### src/rtl/frogger_pkg.sv
// Shared constants, FSM state type and lane geometry helpers for the traffic engine.
package frogger_pkg;

    localparam int NUM_CARS   = 8;
    localparam int H_DISPLAY  = 640;
    localparam int CAR_SIZE   = 32;
    localparam int FROG_SIZE  = 32;
    localparam int LANE_Y0    = 128;
    localparam int LANE_PITCH = 64;

    typedef enum logic [1:0] {
        IDLE,
        SEED,
        MOVE,
        REPORT
    } state_t;

    // Two cars per lane: odd car sits half a screen ahead, lanes staggered by 80 px.
    function automatic logic [9:0] init_x(input logic [2:0] i);
        return (i[0] ? 10'(H_DISPLAY / 2) : 10'd0) + 10'(i[2:1]) * 10'd80;
    endfunction

    function automatic logic [9:0] lane_y(input logic [2:0] i);
        return 10'(LANE_Y0) + 10'(i[2:1]) * 10'(LANE_PITCH);
    endfunction

endpackage

### src/rtl/traffic_controller_if.sv
// Frame control, frog position and per-frame result between game logic and the traffic engine.
interface traffic_controller_if;
    logic       frame_tick;
    logic       pause;
    logic [3:0] current_level;
    logic [9:0] frog_x;
    logic [9:0] frog_y;
    logic       update_done;
    logic       hit;

    modport master (
        output frame_tick, pause, current_level, frog_x, frog_y,
        input  update_done, hit
    );

    modport slave (
        input  frame_tick, pause, current_level, frog_x, frog_y,
        output update_done, hit
    );
endinterface

### src/rtl/car_step.sv
// Purpose: advance one car x by step in the given direction, wrapping modulo the display width.
// Latency: combinational.
// Backpressure: none.
module car_step
    import frogger_pkg::*;
(
    input  logic [9:0] x,
    input  logic [4:0] step,
    input  logic       dir,
    output logic [9:0] next_x
);

    logic [10:0] x_w;
    logic [10:0] step_w;
    logic [10:0] sum;
    logic [10:0] res;

    always_comb begin
        x_w    = {1'b0, x};
        step_w = {6'd0, step};
        sum    = x_w + step_w;
        res    = sum;
        if (!dir) begin
            if (sum >= 11'(H_DISPLAY)) begin
                res = sum - 11'(H_DISPLAY);
            end
        end else if (x_w < step_w) begin
            res = x_w + 11'(H_DISPLAY) - step_w;
        end else begin
            res = x_w - step_w;
        end
        next_x = 10'(res);
    end

endmodule

### src/rtl/traffic_controller.sv
// Purpose: per-frame car position update (8 cars, 4 lanes) with frog/car overlap report.
// Latency: move frame 9 cycles tick->update_done, level-change reseed 2 cycles.
// Backpressure: none; frame_tick outside IDLE or while paused is dropped.
module traffic_controller
    import frogger_pkg::*;
(
    input  logic                 clk,
    input  logic                 rst_n,
    traffic_controller_if.slave  bus,
    output logic [9:0]           car_x_0,
    output logic [9:0]           car_x_1,
    output logic [9:0]           car_x_2,
    output logic [9:0]           car_x_3,
    output logic [9:0]           car_x_4,
    output logic [9:0]           car_x_5,
    output logic [9:0]           car_x_6,
    output logic [9:0]           car_x_7,
    output logic [9:0]           car_y_0,
    output logic [9:0]           car_y_1,
    output logic [9:0]           car_y_2,
    output logic [9:0]           car_y_3,
    output logic [9:0]           car_y_4,
    output logic [9:0]           car_y_5,
    output logic [9:0]           car_y_6,
    output logic [9:0]           car_y_7
);

    state_t      state;
    logic [2:0]  idx;
    logic [3:0]  level_q;
    logic        hit_acc;
    logic [9:0]  car_x_q [NUM_CARS];

    logic [4:0]  step;
    logic [9:0]  next_x;
    logic [10:0] cx;
    logic [10:0] cy;
    logic [10:0] fx;
    logic [10:0] fy;
    logic        overlap;

    // Lane speed grows with lane number and level; level 0 freezes traffic.
    assign step = (level_q == 4'd0) ? 5'd0 : 5'(idx[2:1]) + 5'd1 + 5'(level_q);

    car_step u_car_step (
        .x      (car_x_q[idx]),
        .step   (step),
        .dir    (idx[1]),
        .next_x (next_x)
    );

    assign cx = {1'b0, next_x};
    assign cy = {1'b0, lane_y(idx)};
    assign fx = {1'b0, bus.frog_x};
    assign fy = {1'b0, bus.frog_y};

    assign overlap = (fx < cx + 11'(CAR_SIZE)) && (cx < fx + 11'(FROG_SIZE)) &&
                     (fy < cy + 11'(CAR_SIZE)) && (cy < fy + 11'(FROG_SIZE));

    always_ff @(posedge clk or negedge rst_n) begin
        if (!rst_n) begin
            state           <= IDLE;
            idx             <= 3'd0;
            level_q         <= 4'd0;
            hit_acc         <= 1'b0;
            bus.update_done <= 1'b0;
            bus.hit         <= 1'b0;
            for (int i = 0; i < NUM_CARS; i++) begin
                car_x_q[i] <= init_x(3'(i));
            end
        end else begin
            bus.update_done <= 1'b0;
            bus.hit         <= 1'b0;
            case (state)
                IDLE: begin
                    if (bus.frame_tick && !bus.pause) begin
                        if (bus.current_level != level_q) begin
                            state <= SEED;
                        end else begin
                            state   <= MOVE;
                            idx     <= 3'd0;
                            hit_acc <= 1'b0;
                        end
                    end
                end
                SEED: begin
                    for (int i = 0; i < NUM_CARS; i++) begin
                        car_x_q[i] <= init_x(3'(i));
                    end
                    level_q <= bus.current_level;
                    hit_acc <= 1'b0;
                    state   <= REPORT;
                end
                MOVE: begin
                    car_x_q[idx] <= next_x;
                    hit_acc      <= hit_acc | overlap;
                    idx          <= idx + 3'd1;
                    if (idx == 3'd7) begin
                        state <= REPORT;
                    end
                end
                REPORT: begin
                    bus.update_done <= 1'b1;
                    bus.hit         <= hit_acc && (level_q != 4'd0);
                    state           <= IDLE;
                end
                default: state <= IDLE;
            endcase
        end
    end

    assign car_x_0 = car_x_q[0];
    assign car_x_1 = car_x_q[1];
    assign car_x_2 = car_x_q[2];
    assign car_x_3 = car_x_q[3];
    assign car_x_4 = car_x_q[4];
    assign car_x_5 = car_x_q[5];
    assign car_x_6 = car_x_q[6];
    assign car_x_7 = car_x_q[7];

    assign car_y_0 = lane_y(3'd0);
    assign car_y_1 = lane_y(3'd1);
    assign car_y_2 = lane_y(3'd2);
    assign car_y_3 = lane_y(3'd3);
    assign car_y_4 = lane_y(3'd4);
    assign car_y_5 = lane_y(3'd5);
    assign car_y_6 = lane_y(3'd6);
    assign car_y_7 = lane_y(3'd7);

endmodule

### src/flat_wrapper.sv
// flat-port wrapper written by rule: the top's interface ports become plain ports
module traffic_controller_flat import frogger_pkg::*;
  (clk, rst_n, car_x_0, car_x_1, car_x_2, car_x_3, car_x_4, car_x_5, car_x_6, car_x_7, car_y_0, car_y_1, car_y_2, car_y_3, car_y_4, car_y_5, car_y_6, car_y_7, bus_frame_tick, bus_pause, bus_current_level, bus_frog_x, bus_frog_y, bus_update_done, bus_hit);
  traffic_controller_if bus_i ();
  input  logic clk;
  input  logic rst_n;
  output logic [9:0] car_x_0;
  output logic [9:0] car_x_1;
  output logic [9:0] car_x_2;
  output logic [9:0] car_x_3;
  output logic [9:0] car_x_4;
  output logic [9:0] car_x_5;
  output logic [9:0] car_x_6;
  output logic [9:0] car_x_7;
  output logic [9:0] car_y_0;
  output logic [9:0] car_y_1;
  output logic [9:0] car_y_2;
  output logic [9:0] car_y_3;
  output logic [9:0] car_y_4;
  output logic [9:0] car_y_5;
  output logic [9:0] car_y_6;
  output logic [9:0] car_y_7;
  input wire logic [$bits(bus_i.frame_tick)-1:0] bus_frame_tick;
  input wire logic [$bits(bus_i.pause)-1:0] bus_pause;
  input wire logic [$bits(bus_i.current_level)-1:0] bus_current_level;
  input wire logic [$bits(bus_i.frog_x)-1:0] bus_frog_x;
  input wire logic [$bits(bus_i.frog_y)-1:0] bus_frog_y;
  output wire logic [$bits(bus_i.update_done)-1:0] bus_update_done;
  output wire logic [$bits(bus_i.hit)-1:0] bus_hit;
  assign bus_i.frame_tick = bus_frame_tick;
  assign bus_i.pause = bus_pause;
  assign bus_i.current_level = bus_current_level;
  assign bus_i.frog_x = bus_frog_x;
  assign bus_i.frog_y = bus_frog_y;
  assign bus_update_done = bus_i.update_done;
  assign bus_hit = bus_i.hit;
  traffic_controller u_core (.clk(clk), .rst_n(rst_n), .bus(bus_i), .car_x_0(car_x_0), .car_x_1(car_x_1), .car_x_2(car_x_2), .car_x_3(car_x_3), .car_x_4(car_x_4), .car_x_5(car_x_5), .car_x_6(car_x_6), .car_x_7(car_x_7), .car_y_0(car_y_0), .car_y_1(car_y_1), .car_y_2(car_y_2), .car_y_3(car_y_3), .car_y_4(car_y_4), .car_y_5(car_y_5), .car_y_6(car_y_6), .car_y_7(car_y_7));
endmodule
### config.mk
export PLATFORM = sky130hd
export DESIGN_NAME = traffic_controller_flat
export DESIGN_NICKNAME = d
export VERILOG_FILES = /design/src/rtl/frogger_pkg.sv /design/src/rtl/traffic_controller_if.sv /design/src/rtl/car_step.sv /design/src/rtl/traffic_controller.sv /design/src/flat_wrapper.sv
export SDC_FILE = /design/constraint.sdc
export NUM_CORES = 1
export LEC_CHECK = 0
export CORE_MARGIN = 2
export CORE_UTILIZATION = 32
export CTS_BUF_LIST = sky130_fd_sc_hd__clkbuf_8 sky130_fd_sc_hd__clkbuf_16
export DETAILED_ROUTE_END_ITERATION = 7
export GPL_TIMING_DRIVEN = 0
export PLACE_DENSITY_LB_ADDON = 0.05
export SETUP_SLACK_MARGIN = 0.1
export SLEW_MARGIN = 0
export SYNTH_ARGS = -nofsm -noshare
export SYNTH_HDL_FRONTEND = slang
export SYNTH_SLANG_ARGS = --single-unit
### constraint.sdc
create_clock -name clk -period 5.46 [get_ports clk]
set_input_delay 1.092 -clock clk [delete_from_list [all_inputs] [get_ports clk]]
set_output_delay 1.092 -clock clk [all_outputs]
set_load 0.03 [all_outputs]
==> summary.txt, run 1 <==
status = completed
via count = 6282
worst skew pair latency = 360 ps
Clock transition at path regs = 80 ps
Longest Clk Path Bufs = 2
drt first pass iters = 4
PortBufs = 109
routability cong. = 0.797
core area = 21800 um^2
Crit Reg-Reg Startpoint = u_core.idx[0]
Hold Startpoint = u_core.car_x_1[1]
vias in the first global route = 6178
die width = 153 um
worst flop-to-flop path endpoint = u_core.hit_acc
vias per cell = 4.85
Setup crit end kind = flip-flop
Synth top area share = 25.3%
post-synthesis register bit count = 92
crit-path max FO = 10
IO Count = 190
Top FF cell, synth = dfrtp_1
fin. max-slew vios = 0
Required @ worst endpoint = 5720 ps
CP Cell Sequence = buf_12, buf_6, mux4_2, nand2_1, nand2_1, ha_4, inv_1, ha_1, a21oi_2, o21bai_2, a221o_1, xnor2_2, mux2i_4, o21ai_4, inv_2, ha_2, inv_1, ha_1, or3_1, o21ai_1, a21oi_1, a31oi_1, o21ai_1, o31ai_2
Hold Path Stages = 2
Period minus WS final = 5140 ps
root buffer cell = clkbuf_16
RSZ-0062 raised after global routing = false
Cells after Synth = 764
Tot GR Track Use = 20.5%
Routed WL = 24.4 mm
Post-Syn Area = 7130 um^2
first-pass GRT wire length = 37.0 mm
placement row count = 54
Netlist cell types = 67
CTS tree = yes
area leader, netlist = dfrtp_1
largest cells by area after synthesis = dfrtp_1 (25%), ha_1 (11%), buf_4 (8.6%)
Overflow after GRT = 0
worst reg-to-reg setup slack = 320 ps
H-tree Lvls = 3
critical path's slowest cell = mux4_2
Starting Density = 32.7%
Worst-Margin Slew = 788 ps
clock sinks = 92
leading cell type in the layout, fill and taps excluded = buf_4
Iter 0 DRT Violations = 313
cts bufs inserted = 9
startpoint types = flip-flop
Worst EP arrival = 5410 ps
DIE AREA = 23500 um^2
critical path type = flip-flop to flip-flop
clock skew = 12.1 ps
most frequent cells in the layout = buf_4 (129), o21ai_0 (113), clkdlybuf4s50_1 (108)
worst slack at placement = -1530 ps
f_max = 194 MHz
share of layout cells above drive strength 1 = 28.1%
Period Utilization, post-route = 94.2%
setup violators final = 0
sequential share of the synthesized area = 32.6%
Synth Warn # = 0
largest stage delay on the critical path = 540 ps
antenna violations before repair = 0
max-capacitance violation count = 0
post-synthesis async set-or-reset flop share = 100%
Max-slew headroom = 47.5%
Worst Hold Class = flip-flop to flip-flop
worst r2r path cells = 24
Final ANT Viol Nets = 0
fin worst setup slack = 317 ps
mean post-synth cell area = 9.33 um^2
ANT cells = 0
Die Span Y = 153 um
number of remaining DRC errors = 0
Final Hold Viols = 0
dpl hpwl = 17.6 mm
hold bufs inserted after CTS = 0
largest net degree at the start of global routing = 49
area delta synth->final = 41.8%
routed len/inst = 18.9 um
EDFF count, synth = 0
fin nets = 1108
worst hold endpoint = u_core.car_x_1[1]
[worst max path at each step]
stage	start	endpoint	slack, ps
after floorplan	u_core.idx[1]	u_core.hit_acc	110
after detailed placement	u_core.idx[1]	u_core.hit_acc	-1530
after global placement	u_core.idx[1]	u_core.hit_acc	-1530
final	u_core.idx[0]	u_core.hit_acc	320
after CTS	u_core.idx[2]	u_core.hit_acc	110
after global routing	u_core.idx[2]	u_core.hit_acc	90
[kinds of logic after synthesis]
logic type                 synth area share [%]
AOI/OAI and AO/OA                          15.7
xor gates and xnor gates                   4.41
adders and majority gates                  12.8
buffers and inverters                      13.7
DFF                                        32.6
muxes                                      9.16
other                                     0.105
and+or+nand+nor                            11.5
[through the flow]
| step | instances | hold slack, ps | util [%] | setup TNS [ps] | instance area, um^2 |
|---|---|---|---|---|---|
| after floorplan | 842 | 500 | - | 0 | 7440 |
| after global placement | 1231 | 516 | 40.7 | -45960 | 8880 |
| after detailed placement | 1232 | 514 | 40.8 | -9250 | 8910 |
| after CTS | 1269 | 534 | 44.3 | 0 | 9660 |
| after global routing | 1296 | 586 | 46.3 | 0 | 10100 |
| final | 1296 | 536 | 46.3 | 0 | 10100 |
[cell type report]
class	instances	area, um^2
Buffer	117	836
Clock buffer	9	225
Clock inverter	7	97.6
Fill cell	2200	11700
Inverter	55	240
Multi-Input combinational cell	579	4560
Sequential cell	92	2330
Tap cell	280	350
Timing Repair Buffer	157	1470
[layer usage]
| layer | vias up | share of wire (%) | routed length [um] | GRT usage (%) |
|---|---|---|---|---|
| met5 | - | 0 | 0 | 0 |
| met3 | 19 | 4.8 | 1170 | 2.47 |
| met2 | 178 | 48 | 11800 | 33.7 |
| met4 | 0 | 1.3 | 329 | 5.25 |
| met1 | 3077 | 46 | 11100 | 28.6 |
| li1 | 3008 | - | - | - |
[state kept, by name (all words and copies together) (netlist names)]
| signal | cells |
|---|---|
| u_core.car_x_6 | 10 |
| u_core.state | 2 |
| u_core.car_x_4 | 10 |
| u_core.car_x_7 | 10 |
| u_core.car_x_2 | 10 |
| u_core.car_x_1 | 10 |
| u_core.bus.update_done | 1 |
| u_core.level_q | 4 |
| u_core.car_x_5 | 10 |
| u_core.car_x_3 | 10 |
| u_core.car_x_0 | 10 |
| u_core.idx | 3 |
| u_core.hit_acc | 1 |
| u_core.bus.hit | 1 |
[what timing repair did]
| action | in CTS | in global routing |
|---|---|---|
| endpoints found under the setup margin | 62 | 1 |
| cloned | 0 | 2 |
| pin swaps | 11 | 36 |
| gates resized for setup | 58 | 64 |
| setup buffers | 21 | 26 |
[cell usage after synthesis, types with 4 or more instances]
cell      count
mux2i_1       4
buf_4        82
dfrtp_1      72
and2_1        5
o21ai_0     120
xor2_1        6
o21a_1        8
xnor2_1      28
nand2b_1      5
clkbuf_1     29
mux4_2       20
a21o_1        6
nand2_1      38
fa_1          7
inv_2         5
o31ai_1       4
nor2_1       23
inv_1        49
nand3_1      74
ha_1         62
a21oi_1      15
mux2_2        6
dfstp_2      20
[worst max-delay path, delay by kind of cell (launching register included)]
kind	cells	cell delay [ps]
AOI/OAI and AO/OA	9	1360
xor gates and xnor gates	1	220
adders and majority gates	4	1190
and+or+nand+nor	3	580
DFF	1	460
buffers and inverters	5	560
muxes	2	660
Power of run 1 is not shown: default switching activity piles up to over one toggle a cycle in this logic, so the estimate is an artifact.
==> run 2: changes to the inputs <==
--- a/config.mk
+++ b/config.mk
@@ -7,10 +7,10 @@
 export LEC_CHECK = 0
 export CORE_MARGIN = 2
 export CORE_UTILIZATION = 32
-export CTS_BUF_LIST = sky130_fd_sc_hd__clkbuf_8 sky130_fd_sc_hd__clkbuf_16
+export CTS_BUF_LIST = sky130_fd_sc_hd__clkbuf_16
+export CTS_CLUSTER_SIZE = 16
 export DETAILED_ROUTE_END_ITERATION = 7
 export GPL_TIMING_DRIVEN = 0
-export PLACE_DENSITY_LB_ADDON = 0.05
 export SETUP_SLACK_MARGIN = 0.1
 export SLEW_MARGIN = 0
 export SYNTH_ARGS = -nofsm -noshare
==> run 2 against run 1 <==
Net effect: critical endpoint unchanged; via count is 2.3% higher; count of clock-buffer cells in the layout unchanged; die area did not move; core utilization decreased by 0.83 points; sequential share of layout area is 0.42 points higher; non-clock buffer count unchanged; critical path type unchanged; highest routed layer unchanged; maximum frequency decreased by 1.8%; global-route usage shrank 0.74 points.
==> summary.txt, run 2 (synthesis results as in run 1) <==
status = completed
Worst-Margin Slew = 1120 ps (+332 ps)
Iter 0 DRT Violations = 393 (+26%)
Overflow after GRT = 0 (unchanged)
CTS tree = yes
routed len/inst = 18.4 um (-2.6%)
Period minus WS final = 5230 ps (+91.7 ps)
Worst EP arrival = 5500 ps (+90 ps)
placed insts = 1232 (unchanged)
Clock transition at path regs = 70 ps (about the same)
RSZ-0062 raised after global routing = false
Hold Startpoint = u_core.car_x_3[9]
CP Capture Point = u_core.hit_acc
IO Count = 190 (unchanged)
most frequent cells in the layout = buf_4 (130), o21ai_0 (115), clkdlybuf4s50_1 (108)
Tot GR Track Use = 19.7% (-0.74 points)
Final Hold Viols = 0 (unchanged)
fin nets = 1106 (-0.18%)
worst flop-to-flop path endpoint = u_core.hit_acc
drt first pass iters = 7 (+3)
max-capacitance violation count = 0 (unchanged)
Period Utilization, post-route = 95.9% (+1.7 points)
clock sinks = 92 (unchanged)
setup violators final = 0 (unchanged)
startpoint types = flip-flop
vias in the first global route = 6180 (+0.032%)
critical path type = flip-flop to flip-flop
Power, Total = 7.16 mW
number of remaining DRC errors = 0 (unchanged)
first-pass GRT wire length = 35.8 mm (-3.2%)
vias per cell = 4.97 (+2.5%)
clock skew = 14.3 ps (+2.19 ps)
final std cells w/o fill = 1294 (-0.15%)
ANT cells = 0 (unchanged)
Hold Path Stages = 2 (unchanged)
Starting Density = 32.7% (unchanged)
Routed WL = 23.8 mm (-2.8%)
Die Span Y = 153 um (unchanged)
leading cell type in the layout, fill and taps excluded = buf_4
core area = 21800 um^2 (unchanged)
die width = 153 um (unchanged)
DIE AREA = 23500 um^2 (unchanged)
f_max = 191 MHz (-1.8%)
root buffer cell = clkbuf_16
via count = 6429 (+2.3%)
Crit. Startpoint = u_core.idx[1]
Final ANT Viol Nets = 0 (unchanged)
share of layout cells above drive strength 1 = 26.5% (-1.5 points)
placement row count = 54 (unchanged)
routability cong. = 0.900 (+13%)
Setup crit end kind = flip-flop
worst skew pair latency = 360 ps (about the same)
H-tree Lvls = 3 (unchanged)
worst r2r path cells = 29 (+21%)
Crit Reg-Reg Startpoint = u_core.idx[1]
Required @ worst endpoint = 5730 ps (about the same)
Power Density = 721 nW/um^2
cts bufs inserted = 9 (unchanged)
antenna violations before repair = 0 (unchanged)
critical path's slowest cell = dfrtp_2
largest net degree at the start of global routing = 49 (unchanged)
dpl hpwl = 16.9 mm (-4.0%)
fin. max-slew vios = 0 (unchanged)
largest stage delay on the critical path = 430 ps (-110 ps)
worst reg-to-reg setup slack = 230 ps (-90 ps)
Worst Hold Class = flip-flop to flip-flop
Max-slew headroom = 24.8% (-23 points)
crit-path max FO = 7 (-3)
worst vdd ir = 0.000408 V
Longest Clk Path Bufs = 2 (unchanged)
PortBufs = 109 (unchanged)
area delta synth->final = 39.3%
Static Leakage = 4.46 nW
==> run 2: cell types whose count changed in the layout (fill, tap and decap cells not counted), sizes merged <==
| cell | previous run | this run |
|---|---|---|
| o21ai | 126 | 125 |
| bufinv | 1 | 0 |
| clkinvlp | 0 | 1 |
| a21oi | 18 | 17 |
==> run 2: area by class of cell <==
cell class	count	area (um^2)
Fill cell	2094	11900
Multi-Input combinational cell	577	4420
Sequential cell	92	2330
Timing Repair Buffer	156	1460
Buffer	118	836
Tap cell	280	350
Inverter	55	245
Clock buffer	9	225
Clock inverter	7	55.1
==> run 2: report_power, final <==
group | switching [mW] | internal [mW]
sequential | 0.106 | 0.797
combinational | 3.30 | 2.34
clock | 0.305 | 0.316
total | 3.71 | 3.45
==> run 2: routing by layer <==
metal | wire length [um] | vias to the layer above | part of all wire, % | global-route usage (%)
li1 | - | 3003 | - | -
met1 | 9930 | 3143 | 42 | 25.3
met2 | 11500 | 244 | 48 | 33.0
met3 | 1720 | 39 | 7.3 | 4.51
met4 | 639 | 0 | 2.7 | 6.22
met5 | 0 | - | 0 | 0
==> run 2: critical path: cells and delay by family (launching register included) <==
family                     cells  cell delay [ps]
buffers and inverters          5              570
DFF                            1              430
xor gates and xnor gates       3              430
adders and majority gates      5             1210
and+or+nand+nor                5              720
AOI/OAI and AO/OA             11             1770
==> run 2: metrics by stage <==
stage / TNS (ps) / area (um^2) / setup slack (ps) / hold WS [ps] / utilization [%]
after global routing: 0 / 9930 / 36.1 / 570 / 45.5
final: 0 / 9930 / 226 / 543 / 45.5
after CTS: 0 / 9520 / 115 / 534 / 43.6
after detailed placement: -2890 / 8910 / -1330 / 518 / 40.8
after floorplan: 0 / 7440 / 110 / 500 / -
after global placement: -18850 / 8880 / -1260 / 515 / 40.7
==> run 2: timing repair <==
action                                  CTS  global route
hold buffers                              0             0
setup buffers                            14            32
pin swaps                                 8            25
endpoints found under the setup margin   39             1
gates resized for setup                  50            46
hold endpoints to repair                  0             0
==> run 2: worst min path at each step <==
stage                             end  slack [ps]
floorplan             u_core.state[1]         500
global placement    u_core.car_x_0[4]         520
detailed placement  u_core.car_x_3[9]         520
global route        u_core.car_x_7[0]         570
CTS                 u_core.car_x_3[9]         530
finish              u_core.car_x_3[9]         540
(Power assumes the default switching activity.)
